File: config.mk
export PLATFORM = sky130hd
export DESIGN_NAME = mbus_tx_arbiter
export DESIGN_NICKNAME = d
export VERILOG_FILES = /design/src/rtl/mbus_def_pkg.sv /design/src/rtl/mbus_rr_pick2.sv /design/src/rtl/mbus_tx_arbiter.sv
export SDC_FILE = /design/constraint.sdc
export NUM_CORES = 1
export LEC_CHECK = 0
export CAP_MARGIN = 40
export CORE_MARGIN = 5
export CORE_UTILIZATION = 44
export CTS_BUF_LIST = sky130_fd_sc_hd__clkbuf_8
export DETAILED_ROUTE_END_ITERATION = 10
export HOLD_SLACK_MARGIN = 0.06
export PLACE_DENSITY = 0.84
export RECOVER_POWER = 25
export SYNTH_ARGS = -nofsm -noshare
export SYNTH_HDL_FRONTEND = slang
export SYNTH_SLANG_ARGS = --single-unit
File: constraint.sdc
create_clock -name CLK_EXT -period 3.1 [get_ports CLK_EXT]
set_input_delay 0.465 -clock CLK_EXT [delete_from_list [all_inputs] [get_ports CLK_EXT]]
set_output_delay 0.465 -clock CLK_EXT [all_outputs]
set_load 0.01 [all_outputs]
File: src/rtl/mbus_def_pkg.sv
// ---------------------------------------------------------------------------
// mbus_def_pkg
// Shared constants for the MBus transmit arbiter slice.
//   NUM_REQ        : number of requesters sharing the node transmit port
//   ADDR_W/DATA_W  : mirrors of the existing `ADDR_WIDTH / `DATA_WIDTH macros
//   TMO_W          : width of the per-phase handshake timeout counter
//   arb_state_t    : arbiter FSM states
//   ST_SUCC/ST_FAIL/ST_TMO : completion status codes returned on R_STATUS
// ---------------------------------------------------------------------------
`ifndef ADDR_WIDTH
`define ADDR_WIDTH 32
`endif
`ifndef DATA_WIDTH
`define DATA_WIDTH 32
`endif

package mbus_def_pkg;

    localparam int NUM_REQ = 2;
    localparam int ADDR_W  = `ADDR_WIDTH;
    localparam int DATA_W  = `DATA_WIDTH;
    localparam int TMO_W   = 20;

    typedef enum logic [2:0] {
        S_IDLE   = 3'd0,
        S_LOAD   = 3'd1,
        S_SEND   = 3'd2,
        S_ACKLOW = 3'd3,
        S_RESP   = 3'd4,
        S_RACK   = 3'd5
    } arb_state_t;

    localparam logic [1:0] ST_SUCC = 2'b01;
    localparam logic [1:0] ST_FAIL = 2'b10;
    localparam logic [1:0] ST_TMO  = 2'b11;

endpackage

File: src/rtl/mbus_rr_pick2.sv
// ---------------------------------------------------------------------------
// mbus_rr_pick2
// Combinational two-way round-robin picker. The pointer register lives in
// the parent so the grant only moves when a message completes.
//   i_req   : request vector
//   i_ptr   : requester favoured when both request (the one not served last)
//   o_grant : one-hot winner, 0 when nobody requests
//   o_idx   : index of the winner (meaningful only when o_grant != 0)
// ---------------------------------------------------------------------------
module mbus_rr_pick2 (
    input  logic [1:0] i_req,
    input  logic       i_ptr,
    output logic [1:0] o_grant,
    output logic       o_idx
);

    always_comb begin
        o_idx = 1'b0;
        if (i_req == 2'b11) begin
            o_idx = i_ptr;
        end else if (i_req[1]) begin
            o_idx = 1'b1;
        end
        o_grant = (i_req == 2'b00) ? 2'b00 : (o_idx ? 2'b10 : 2'b01);
    end

endmodule

File: src/rtl/mbus_tx_arbiter.sv
// ---------------------------------------------------------------------------
// mbus_tx_arbiter
// Shares the single MBus node transmit port between the ICE host command
// path (requester 0) and the event generator (requester 1). A grant is held
// for a whole message; each word goes through the node's REQ/ACK four-phase
// handshake, followed by the SUCC/FAIL response handshake.
//   CLK_EXT, RESETn            : clock, asynchronous active-low reset
//   R_VALID/R_ADDR/R_DATA/R_LAST/R_PRIO : per-requester word interface
//   R_READY                    : 1-cycle pulse, word consumed by the node
//   R_DONE/R_STATUS            : 1-cycle completion pulse + held status
//   GRANT                      : one-hot current owner, 0 when idle
//   TX_*                       : node transmit port (TX_ACK pre-synchronised)
// ---------------------------------------------------------------------------
module mbus_tx_arbiter
    import mbus_def_pkg::*;
#(
    parameter logic [TMO_W-1:0] ACK_TIMEOUT = 20'hFFFFF
) (
    input  logic                         CLK_EXT,
    input  logic                         RESETn,
    input  logic [NUM_REQ-1:0]           R_VALID,
    input  logic [2*`ADDR_WIDTH-1:0]     R_ADDR,
    input  logic [2*`DATA_WIDTH-1:0]     R_DATA,
    input  logic [NUM_REQ-1:0]           R_LAST,
    input  logic [NUM_REQ-1:0]           R_PRIO,
    output logic [NUM_REQ-1:0]           R_READY,
    output logic [NUM_REQ-1:0]           R_DONE,
    output logic [1:0]                   R_STATUS,
    output logic [NUM_REQ-1:0]           GRANT,
    output logic [`ADDR_WIDTH-1:0]       TX_ADDR,
    output logic [`DATA_WIDTH-1:0]       TX_DATA,
    output logic                         TX_PEND,
    output logic                         TX_REQ,
    output logic                         TX_PRIORITY,
    input  logic                         TX_ACK,
    input  logic                         TX_SUCC,
    input  logic                         TX_FAIL,
    output logic                         TX_RESP_ACK
);

    // The counter value seen on the cycle that gives up, so a phase lasts
    // exactly ACK_TIMEOUT cycles.
    localparam logic [TMO_W-1:0] TMO_LAST = ACK_TIMEOUT - TMO_W'(1);

    arb_state_t               r_state, w_state_nxt;
    logic [1:0]               r_grant, w_grant_nxt;
    logic                     r_owner, w_owner_nxt;
    logic                     r_ptr, w_ptr_nxt;
    logic [`ADDR_WIDTH-1:0]   r_tx_addr, w_addr_nxt;
    logic [`DATA_WIDTH-1:0]   r_tx_data, w_data_nxt;
    logic                     r_tx_pend, w_pend_nxt;
    logic                     r_tx_req, w_req_nxt;
    logic                     r_tx_prio, w_prio_nxt;
    logic                     r_resp_ack, w_rack_nxt;
    logic [1:0]               r_ready, w_ready_nxt;
    logic [1:0]               r_done, w_done_nxt;
    logic [1:0]               r_status, w_status_nxt;
    logic [1:0]               r_rsp, w_rsp_nxt;
    logic [TMO_W-1:0]         r_cnt, w_cnt_nxt;

    logic [1:0]               w_pick_grant;
    logic                     w_pick_idx;
    logic                     w_tmo;

    mbus_rr_pick2 u_pick (
        .i_req   (R_VALID),
        .i_ptr   (r_ptr),
        .o_grant (w_pick_grant),
        .o_idx   (w_pick_idx)
    );

    assign w_tmo = (r_cnt == TMO_LAST);

    // Next-state and next-register logic. Every datapath register is computed
    // here so the sequential block is a plain copy. The timeout counter
    // defaults to 0, so it clears on any state change and only advances
    // while waiting in SEND, ACKLOW or RESP.
    always_comb begin
        w_state_nxt  = r_state;
        w_grant_nxt  = r_grant;
        w_owner_nxt  = r_owner;
        w_ptr_nxt    = r_ptr;
        w_addr_nxt   = r_tx_addr;
        w_data_nxt   = r_tx_data;
        w_pend_nxt   = r_tx_pend;
        w_req_nxt    = r_tx_req;
        w_prio_nxt   = r_tx_prio;
        w_rack_nxt   = r_resp_ack;
        w_ready_nxt  = 2'b00;
        w_done_nxt   = 2'b00;
        w_status_nxt = r_status;
        w_rsp_nxt    = r_rsp;
        w_cnt_nxt    = '0;

        case (r_state)
            S_IDLE: begin
                if (|R_VALID) begin
                    w_grant_nxt = w_pick_grant;
                    w_owner_nxt = w_pick_idx;
                    w_addr_nxt  = w_pick_idx ? R_ADDR[2*`ADDR_WIDTH-1:`ADDR_WIDTH]
                                             : R_ADDR[`ADDR_WIDTH-1:0];
                    w_prio_nxt  = R_PRIO[w_pick_idx];
                    w_state_nxt = S_LOAD;
                end
            end

            S_LOAD: begin
                if (R_VALID[r_owner]) begin
                    w_data_nxt  = r_owner ? R_DATA[2*`DATA_WIDTH-1:`DATA_WIDTH]
                                          : R_DATA[`DATA_WIDTH-1:0];
                    w_pend_nxt  = ~R_LAST[r_owner];
                    w_req_nxt   = 1'b1;
                    w_state_nxt = S_SEND;
                end
            end

            S_SEND, S_ACKLOW: begin
                // A bus error reported mid-transfer skips straight to the
                // response acknowledge with a fail status.
                if (TX_FAIL) begin
                    w_req_nxt   = 1'b0;
                    w_pend_nxt  = 1'b0;
                    w_rsp_nxt   = ST_FAIL;
                    w_rack_nxt  = 1'b1;
                    w_state_nxt = S_RACK;
                end else if ((r_state == S_SEND) && TX_ACK) begin
                    w_req_nxt   = 1'b0;
                    w_ready_nxt = r_grant;
                    w_state_nxt = S_ACKLOW;
                end else if ((r_state == S_ACKLOW) && !TX_ACK) begin
                    w_state_nxt = r_tx_pend ? S_LOAD : S_RESP;
                    w_pend_nxt  = 1'b0;
                    if (r_tx_pend) begin
                        w_pend_nxt = 1'b1;
                    end
                end else if (w_tmo) begin
                    w_req_nxt    = 1'b0;
                    w_pend_nxt   = 1'b0;
                    w_done_nxt   = r_grant;
                    w_status_nxt = ST_TMO;
                    w_grant_nxt  = 2'b00;
                    w_ptr_nxt    = ~r_owner;
                    w_state_nxt  = S_IDLE;
                end else begin
                    w_cnt_nxt = r_cnt + TMO_W'(1);
                end
            end

            S_RESP: begin
                if (TX_SUCC || TX_FAIL) begin
                    w_rsp_nxt   = TX_SUCC ? ST_SUCC : ST_FAIL;
                    w_rack_nxt  = 1'b1;
                    w_state_nxt = S_RACK;
                end else if (w_tmo) begin
                    w_done_nxt   = r_grant;
                    w_status_nxt = ST_TMO;
                    w_grant_nxt  = 2'b00;
                    w_ptr_nxt    = ~r_owner;
                    w_state_nxt  = S_IDLE;
                end else begin
                    w_cnt_nxt = r_cnt + TMO_W'(1);
                end
            end

            S_RACK: begin
                if (!TX_SUCC && !TX_FAIL) begin
                    w_rack_nxt   = 1'b0;
                    w_done_nxt   = r_grant;
                    w_status_nxt = r_rsp;
                    w_grant_nxt  = 2'b00;
                    w_ptr_nxt    = ~r_owner;
                    w_state_nxt  = S_IDLE;
                end
            end

            default: begin
                w_state_nxt = S_IDLE;
            end
        endcase
    end

    // State and datapath registers; reset drops TX_REQ/TX_RESP_ACK at once
    // and forgets the in-flight message without a completion pulse.
    always_ff @(posedge CLK_EXT or negedge RESETn) begin
        if (!RESETn) begin
            r_state    <= S_IDLE;
            r_grant    <= 2'b00;
            r_owner    <= 1'b0;
            r_ptr      <= 1'b0;
            r_tx_addr  <= '0;
            r_tx_data  <= '0;
            r_tx_pend  <= 1'b0;
            r_tx_req   <= 1'b0;
            r_tx_prio  <= 1'b0;
            r_resp_ack <= 1'b0;
            r_ready    <= 2'b00;
            r_done     <= 2'b00;
            r_status   <= 2'b00;
            r_rsp      <= 2'b00;
            r_cnt      <= '0;
        end else begin
            r_state    <= w_state_nxt;
            r_grant    <= w_grant_nxt;
            r_owner    <= w_owner_nxt;
            r_ptr      <= w_ptr_nxt;
            r_tx_addr  <= w_addr_nxt;
            r_tx_data  <= w_data_nxt;
            r_tx_pend  <= w_pend_nxt;
            r_tx_req   <= w_req_nxt;
            r_tx_prio  <= w_prio_nxt;
            r_resp_ack <= w_rack_nxt;
            r_ready    <= w_ready_nxt;
            r_done     <= w_done_nxt;
            r_status   <= w_status_nxt;
            r_rsp      <= w_rsp_nxt;
            r_cnt      <= w_cnt_nxt;
        end
    end

    assign R_READY     = r_ready;
    assign R_DONE      = r_done;
    assign R_STATUS    = r_status;
    assign GRANT       = r_grant;
    assign TX_ADDR     = r_tx_addr;
    assign TX_DATA     = r_tx_data;
    assign TX_PEND     = r_tx_pend;
    assign TX_REQ      = r_tx_req;
    assign TX_PRIORITY = r_tx_prio;
    assign TX_RESP_ACK = r_resp_ack;

endmodule

==> results of run 1 <==
## synthesized netlist by cell type (all sizes together), types with 2 or more instances
cell      n
a211oi    4
a21boi    2
a21oi    75
a22oi     3
a31oi     3
and2      4
and3      7
and4      3
buf      11
clkbuf   22
dfrtp   103
ha        4
inv       9
mux2      2
mux2i    68
nand2    16
nand2b    4
nand3     9
nand4     5
nor2     96
nor2b     5
nor3      5
nor4      2
o21ai    12
o22a      2
o22ai     2
o41ai     3
xnor2    12
xor2      6
## logic make-up after synthesis
family	count (synthesis)
AOI/OAI and AO/OA	112
adders and majority gates	4
muxes	70
and+or+nand+nor	162
buffers and inverters	43
xor gates and xnor gates	18
DFF	103
## worst min-delay path by stage
stage	end	slack, ns	cells past startpoint
2_1_floorplan	GRANT[0]	0.17	0
3_3_place_gp	r_cnt[0]	0.47	1
3_5_place_dp	r_rsp[0]	0.48	2
4_1_cts	r_cnt[13]	0.13	1
5_1_grt	r_cnt[8]	0.44	1
6_report	TX_ADDR[27]	0.36	1
## area by class of cell
| class | count | area (um^2) | share of cell area |
|---|---|---|---|
| Inverter | 10 | 37.5 | 0.00498 |
| Multi-Input combinational cell | 366 | 2310 | 0.306 |
| Tap cell | 143 | 179 | 0.0237 |
| Timing Repair Buffer | 224 | 2220 | 0.295 |
| Sequential cell | 103 | 2580 | 0.342 |
| Clock inverter | 5 | 62.6 | 0.00830 |
| Clock buffer | 11 | 151 | 0.0201 |
## critical path, delay by kind of cell, from the launching register on
kind,cells,cell delay (ns)
DFF,1,0.64
AOI/OAI and AO/OA,3,0.61
adders and majority gates,1,0.49
muxes,1,0.30
buffers and inverters,1,0.19
## sequential cells by signal, summed over array words and instances, names as in the netlist
| signal | cells |
|---|---|
| TX_ADDR | 32 |
| TX_DATA | 32 |
| r_cnt | 20 |
| r_state | 3 |
| GRANT | 2 |
| R_DONE | 2 |
| R_READY | 2 |
| R_STATUS | 2 |
| r_rsp | 2 |
| TX_PEND | 1 |
| TX_PRIORITY | 1 |
| TX_REQ | 1 |
| TX_RESP_ACK | 1 |
| r_owner | 1 |
| r_ptr | 1 |
## power groups by stage
stage               clock (mW)  sequential [mW]  combinational (mW)
finish                   0.891             2.17                3.16
detailed placement           0             2.20                3.18
global placement             0             2.17                3.12
CTS                      0.920             2.18                3.20
floorplan                    0             2.34                1.47
global route             0.974             2.25                3.45
## layer usage
metal,global-route usage,wire (um)
met4,0.0619,249
met2,0.357,7610
met1,0.259,5450
met5,0,0
met3,0.0519,807
==> impl_metrics.csv, run 1 <==
group,metric,value,unit
logic_synthesis,synth_cell_types,47,
worst_setup_path,worstReg2RegEnd,"GRANT[0]",
worst_setup_path,path_max_fanout,13,
cells_and_area,final_area,0.00754,mm^2
routing,drc,0,
logic_synthesis,synth_nets,655,
worst_setup_path,cp-start-kind,"flop",
cts,clock_latency,0.36,ns
cts,clk_pin_slew,0.10,ns
place,dpl.hpwl,11000,um
power,p_switching,2.34,mW
place,place_ws,0.609,ns
timing,max_freq,427,MHz
logic_synthesis,yosys_warnings,0,
worst_setup_path,slowest_stage,"dfrtp_1",
power,power,6.23,mW
logic_synthesis,synth_edf_count,0,
timing,worst_pin_slew,1.34,ns
global_routing,first_global_vias,4624,
cts,cts_buffers,9,
cts,cts_tree,"done",
timing,slew_headroom,0.109,
logic_synthesis,synth.area.top_cells,"dfrtp_1, mux2i_1, a21oi_1",
logic_synthesis,yosys_most_used_dff,"dfrtp_1",
cells_and_area,finalNonFillerCells,862,
logic_synthesis,synth-xor-area-share,0.0313,
run,maxCapViolCount,0,
global_routing,antenna_found_initial,0,
hold_path,hold_path_class,"input pin to asynchronous set/reset pin",
routing,ant_nets,0,
cts,cts_root_buf,"clkbuf_8",
timing,maxSlewViolCount,0,
logic_synthesis,synth-simple-area-share,0.146,
worst_setup_path,ff2ff_path_depth,6,
cells_and_area,fill_cells,891,
worst_setup_path,crit_end,"GRANT[0]",
worst_setup_path,critPathKind,"flop to flop",
power,combPwrFrac,0.508,
cells_and_area,layout_commonest_cell,"clkdlybuf4s50_1",
logic_synthesis,synthMuxAreaShare,0.141,
cells_and_area,nets,857,
logic_synthesis,synth_top_family_by_area,"simple AND/OR/NAND/NOR gates",
worst_setup_path,worst_ep_arrival_time,2.59,ns
cts,cts.path.max_buffers,2,
die,fp.dieH,117,um
worst_setup_path,r2r_start,"r_state[1]",
cells_and_area,drive_above_1_share,0.0487,
global_routing,grt_usage,0.208,
worst_setup_path,slowest_delay,0.64,ns
logic_synthesis,synth_fa_ha_area_frac,0.00992,
die,die_w,117,um
worst_setup_path,critPathLaunch,"r_state[1]",
die,std_cell_rows,39,
timing,fin_crit_sh,0.755,
outcome,status,"completed",
worst_setup_path,r2r_slack,0.76,ns
routing,first_pass_iters,5,
cts,postCtsSetupBuffers,0,
routing,post_drt_wl_per_cell,16.4,um
cts,hold_buffers,0,
power,leakage,3.16,nW
logic_synthesis,synth_area,0.00504,mm^2
logic_synthesis,async_flop_share,1.00,
logic_synthesis,synth_seq_cells,103,
routing,vias,4469,
cts,cts_resized,0,
logic_synthesis,ys_seq_area_frac,0.511,
cells_and_area,syn2layout_area_growth,49.5,%
power,power_density,826,mW/mm^2
global_routing,grt_pass1_wl,22500,um
worst_setup_path,crit_chain,"ha_1 > inv_1 > a22oi_1 > o22ai_1 > a211o_1 > mux2_4",
power,vdd_drop_max,0.508,mV
power,intPower,3.89,mW
global_routing,grt_max_degree,65,
power,seqPwrFrac,0.349,
place,dp.cells,846,
logic_synthesis,yosys.area.top_type,"dfrtp_1",
logic_synthesis,netlist.area_leader.share,0.511,
timing,rsz0062_at_grt,"false",
place,placed_area,0.00734,mm^2
timing,fin_tns_setup,0,ns
timing,fin_ws,0.760,ns
logic_synthesis,netlist_instances,512,
die,start_util,0.446,
cts,clock_sinks,103,
die,pin_count,215,
timing,holdWs,0.357,ns
cells_and_area,antenna-diode-count,0,
die,dieArea,0.0137,mm^2
place,place.gp.congestion,0.866,
timing,setup-violations-final,0,
routing,totalWireLength,14100,um
timing,hold_violations,0,
timing,layout_min_cycle_time,2.34,ns
routing,via_per_inst,5.18,
die,core-area,0.0113,mm^2
timing,skew,0.0170,ns
worst_setup_path,endpoint_kind,"flop",
cells_and_area,finish.utilization,0.666,
routing,dr.first_iter.drc_count,317,
cells_and_area,final_cell_mix,"clkdlybuf4s50_1, dfrtp_1, nor2_1",
logic_synthesis,avgSynthCellArea,9.85,um^2
global_routing,gr-total-overflow,0,
power,p_clk_frac,0.143,
logic_synthesis,synth-compound-area-share,0.125,
place,numPortBuffers,214,
power,swShare,0.375,
worst_setup_path,cp.required,3.35,ns
cts,ctsHtreeMaxLevel,3,
No activity file was read; power rests on OpenSTA's default activity.
==> run 2, diff against run 1 <==
clock period = 2.25 ns   (was 3.1 ns; I/O delays follow)
==> run 2 against run 1 <==
Net effect: clock power increased by 53%; hold slack improved by 0.13 ns; via count increased by 3.5%; first-iteration DRC count increased by 19%; utilization increased by 1.1 points; global-route usage increased by 0.41 points; cell area increased by 1.6%; die area unchanged; sequential power increased by 37%; largest cell class unchanged; critical endpoint is now GRANT[1]; combinational power increased by 42%; maximum frequency increased by 15%; critical path depth increased by 1.
==> impl_metrics.csv, run 2 (same netlist as run 1, synthesis figures left out) <==
group,metric,value,unit
outcome,status,"completed",
cts,clock_sinks,103,
die,core-area,0.0113,mm^2
worst_setup_path,endpoint_kind,"flop",
cts,clk_pin_slew,0.11,ns
cts,cts.path.max_buffers,2,
routing,vias,4625,
cells_and_area,drive_above_1_share,0.0579,
timing,setup-violations-final,0,
power,intPower,5.51,mW
worst_setup_path,critPathKind,"flop to flop",
global_routing,first_global_vias,4776,
worst_setup_path,cp.required,2.51,ns
timing,maxSlewViolCount,0,
cells_and_area,final_cell_mix,"clkdlybuf4s50_1, dfrtp_1, nor2_1",
worst_setup_path,cp-start-kind,"flop",
global_routing,grt_pass1_wl,22800,um
timing,max_freq,493,MHz
die,fp.dieH,117,um
routing,drc,0,
cts,cts_root_buf,"clkbuf_8",
worst_setup_path,worstReg2RegEnd,"GRANT[1]",
power,vdd_drop_max,0.676,mV
cts,cts_buffers,9,
timing,hold_violations,0,
timing,worst_pin_slew,0.914,ns
cts,cts_tree,"done",
cells_and_area,layout_commonest_cell,"clkdlybuf4s50_1",
cts,ctsHtreeMaxLevel,3,
timing,fin_crit_sh,0.901,
cells_and_area,nets,864,
routing,first_pass_iters,6,
global_routing,grt_usage,0.212,
routing,ant_nets,0,
place,placed_area,0.00743,mm^2
worst_setup_path,path_max_fanout,11,
cts,clock_latency,0.37,ns
die,dieArea,0.0137,mm^2
hold_path,hold_path_class,"flop to flop",
die,std_cell_rows,39,
cells_and_area,antenna-diode-count,0,
power,p_clk_frac,0.154,
routing,dr.first_iter.drc_count,378,
routing,post_drt_wl_per_cell,16.9,um
power,seqPwrFrac,0.338,
die,pin_count,215,
timing,holdWs,0.491,ns
timing,fin_tns_setup,0,ns
timing,slew_headroom,0.391,
power,combPwrFrac,0.508,
routing,totalWireLength,14700,um
timing,fin_ws,0.222,ns
timing,layout_min_cycle_time,2.03,ns
cells_and_area,final_area,0.00766,mm^2
die,die_w,117,um
cells_and_area,syn2layout_area_growth,51.9,%
die,start_util,0.446,
hold_path,holdPathStages,1,
place,place.gp.congestion,0.949,
worst_setup_path,r2r_start,"r_state[2]",
power,power_density,1150,mW/mm^2
global_routing,grt_max_degree,68,
routing,via_per_inst,5.32,
power,leakage,3.22,nW
worst_setup_path,r2r_slack,0.22,ns
timing,rsz0062_at_grt,"false",
worst_setup_path,worst_ep_arrival_time,2.29,ns
cts,cts_resized,0,
power,swShare,0.376,
run,maxCapViolCount,0,
global_routing,antenna_found_initial,0,
hold_path,hold_end,"r_cnt[0]",
global_routing,gr-total-overflow,0,
place,dpl.hpwl,11400,um
worst_setup_path,ff2ff_path_depth,7,
timing,skew,0.0164,ns
hold_path,hp-start,"r_cnt[0]",
cells_and_area,finish.utilization,0.677,
power,p_switching,3.32,mW
place,numPortBuffers,214,
place,place_ws,0.0778,ns
==> run 2: how the worst max path moves through the flow <==
stage | to | slack (ns) | startpoint
after floorplan | GRANT[0] | 0.002 | r_state[2]
after global placement | r_cnt[4] | 0.13 | TX_FAIL
after detailed placement | r_cnt[19] | 0.08 | TX_FAIL
after CTS | GRANT[1] | 0.23 | r_state[2]
after global routing | GRANT[1] | 0.06 | r_state[2]
final | GRANT[1] | 0.22 | r_state[2]
==> run 2: power by group through the flow <==
| stage | registers, mW | logic (mW) | clock network [mW] |
|---|---|---|---|
| floorplan | 3.23 | 2.02 | 0 |
| global placement | 2.97 | 4.36 | 0 |
| detailed placement | 3.02 | 4.49 | 0 |
| CTS | 2.98 | 4.52 | 1.39 |
| global route | 3.08 | 4.88 | 1.47 |
| finish | 2.98 | 4.49 | 1.36 |
==> run 2: layout make-up <==
cell class                      instances  area, um^2
Tap cell                              143         179
Clock inverter                          6        97.6
Multi-Input combinational cell        366        2310
Timing Repair Buffer                  231        2320
Sequential cell                       103        2580
Inverter                               10        38.8
Clock buffer                           10         138
Fill cell                             888        3660
==> run 2: timing repair <==
| action | CTS | global route |
|---|---|---|
| hold buffers | 1 | 0 |
| setup buffers | 0 | 0 |
| hold endpoints to repair | 36 | 0 |
==> run 2: layer usage <==
metal / track usage / routed length [um] / vias up
met4: 0.0642 / 266 / 0
met2: 0.377 / 8060 / 178
li1: - / - / 2194
met3: 0.0643 / 992 / 28
met1: 0.245 / 5370 / 2225
met5: 0 / 0 / -
==> run 2: worst max-delay path, stage by stage, from the launching register on <==
cell and delay, ns:
dfrtp_1 0.40, clkinv_2 0.13, ha_1 0.29, inv_1 0.16
a22oi_1 0.23, o22ai_1 0.11, a211o_1 0.29, mux2_4 0.31
==> run 2: through the flow <==
stage / power (mW) / std cells
6_report: 8.83 / 869
3_5_place_dp: 7.51 / 852
5_1_grt: 9.43 / 869
4_1_cts: 8.90 / 869
3_3_place_gp: 7.33 / 852
2_1_floorplan: 5.25 / 512
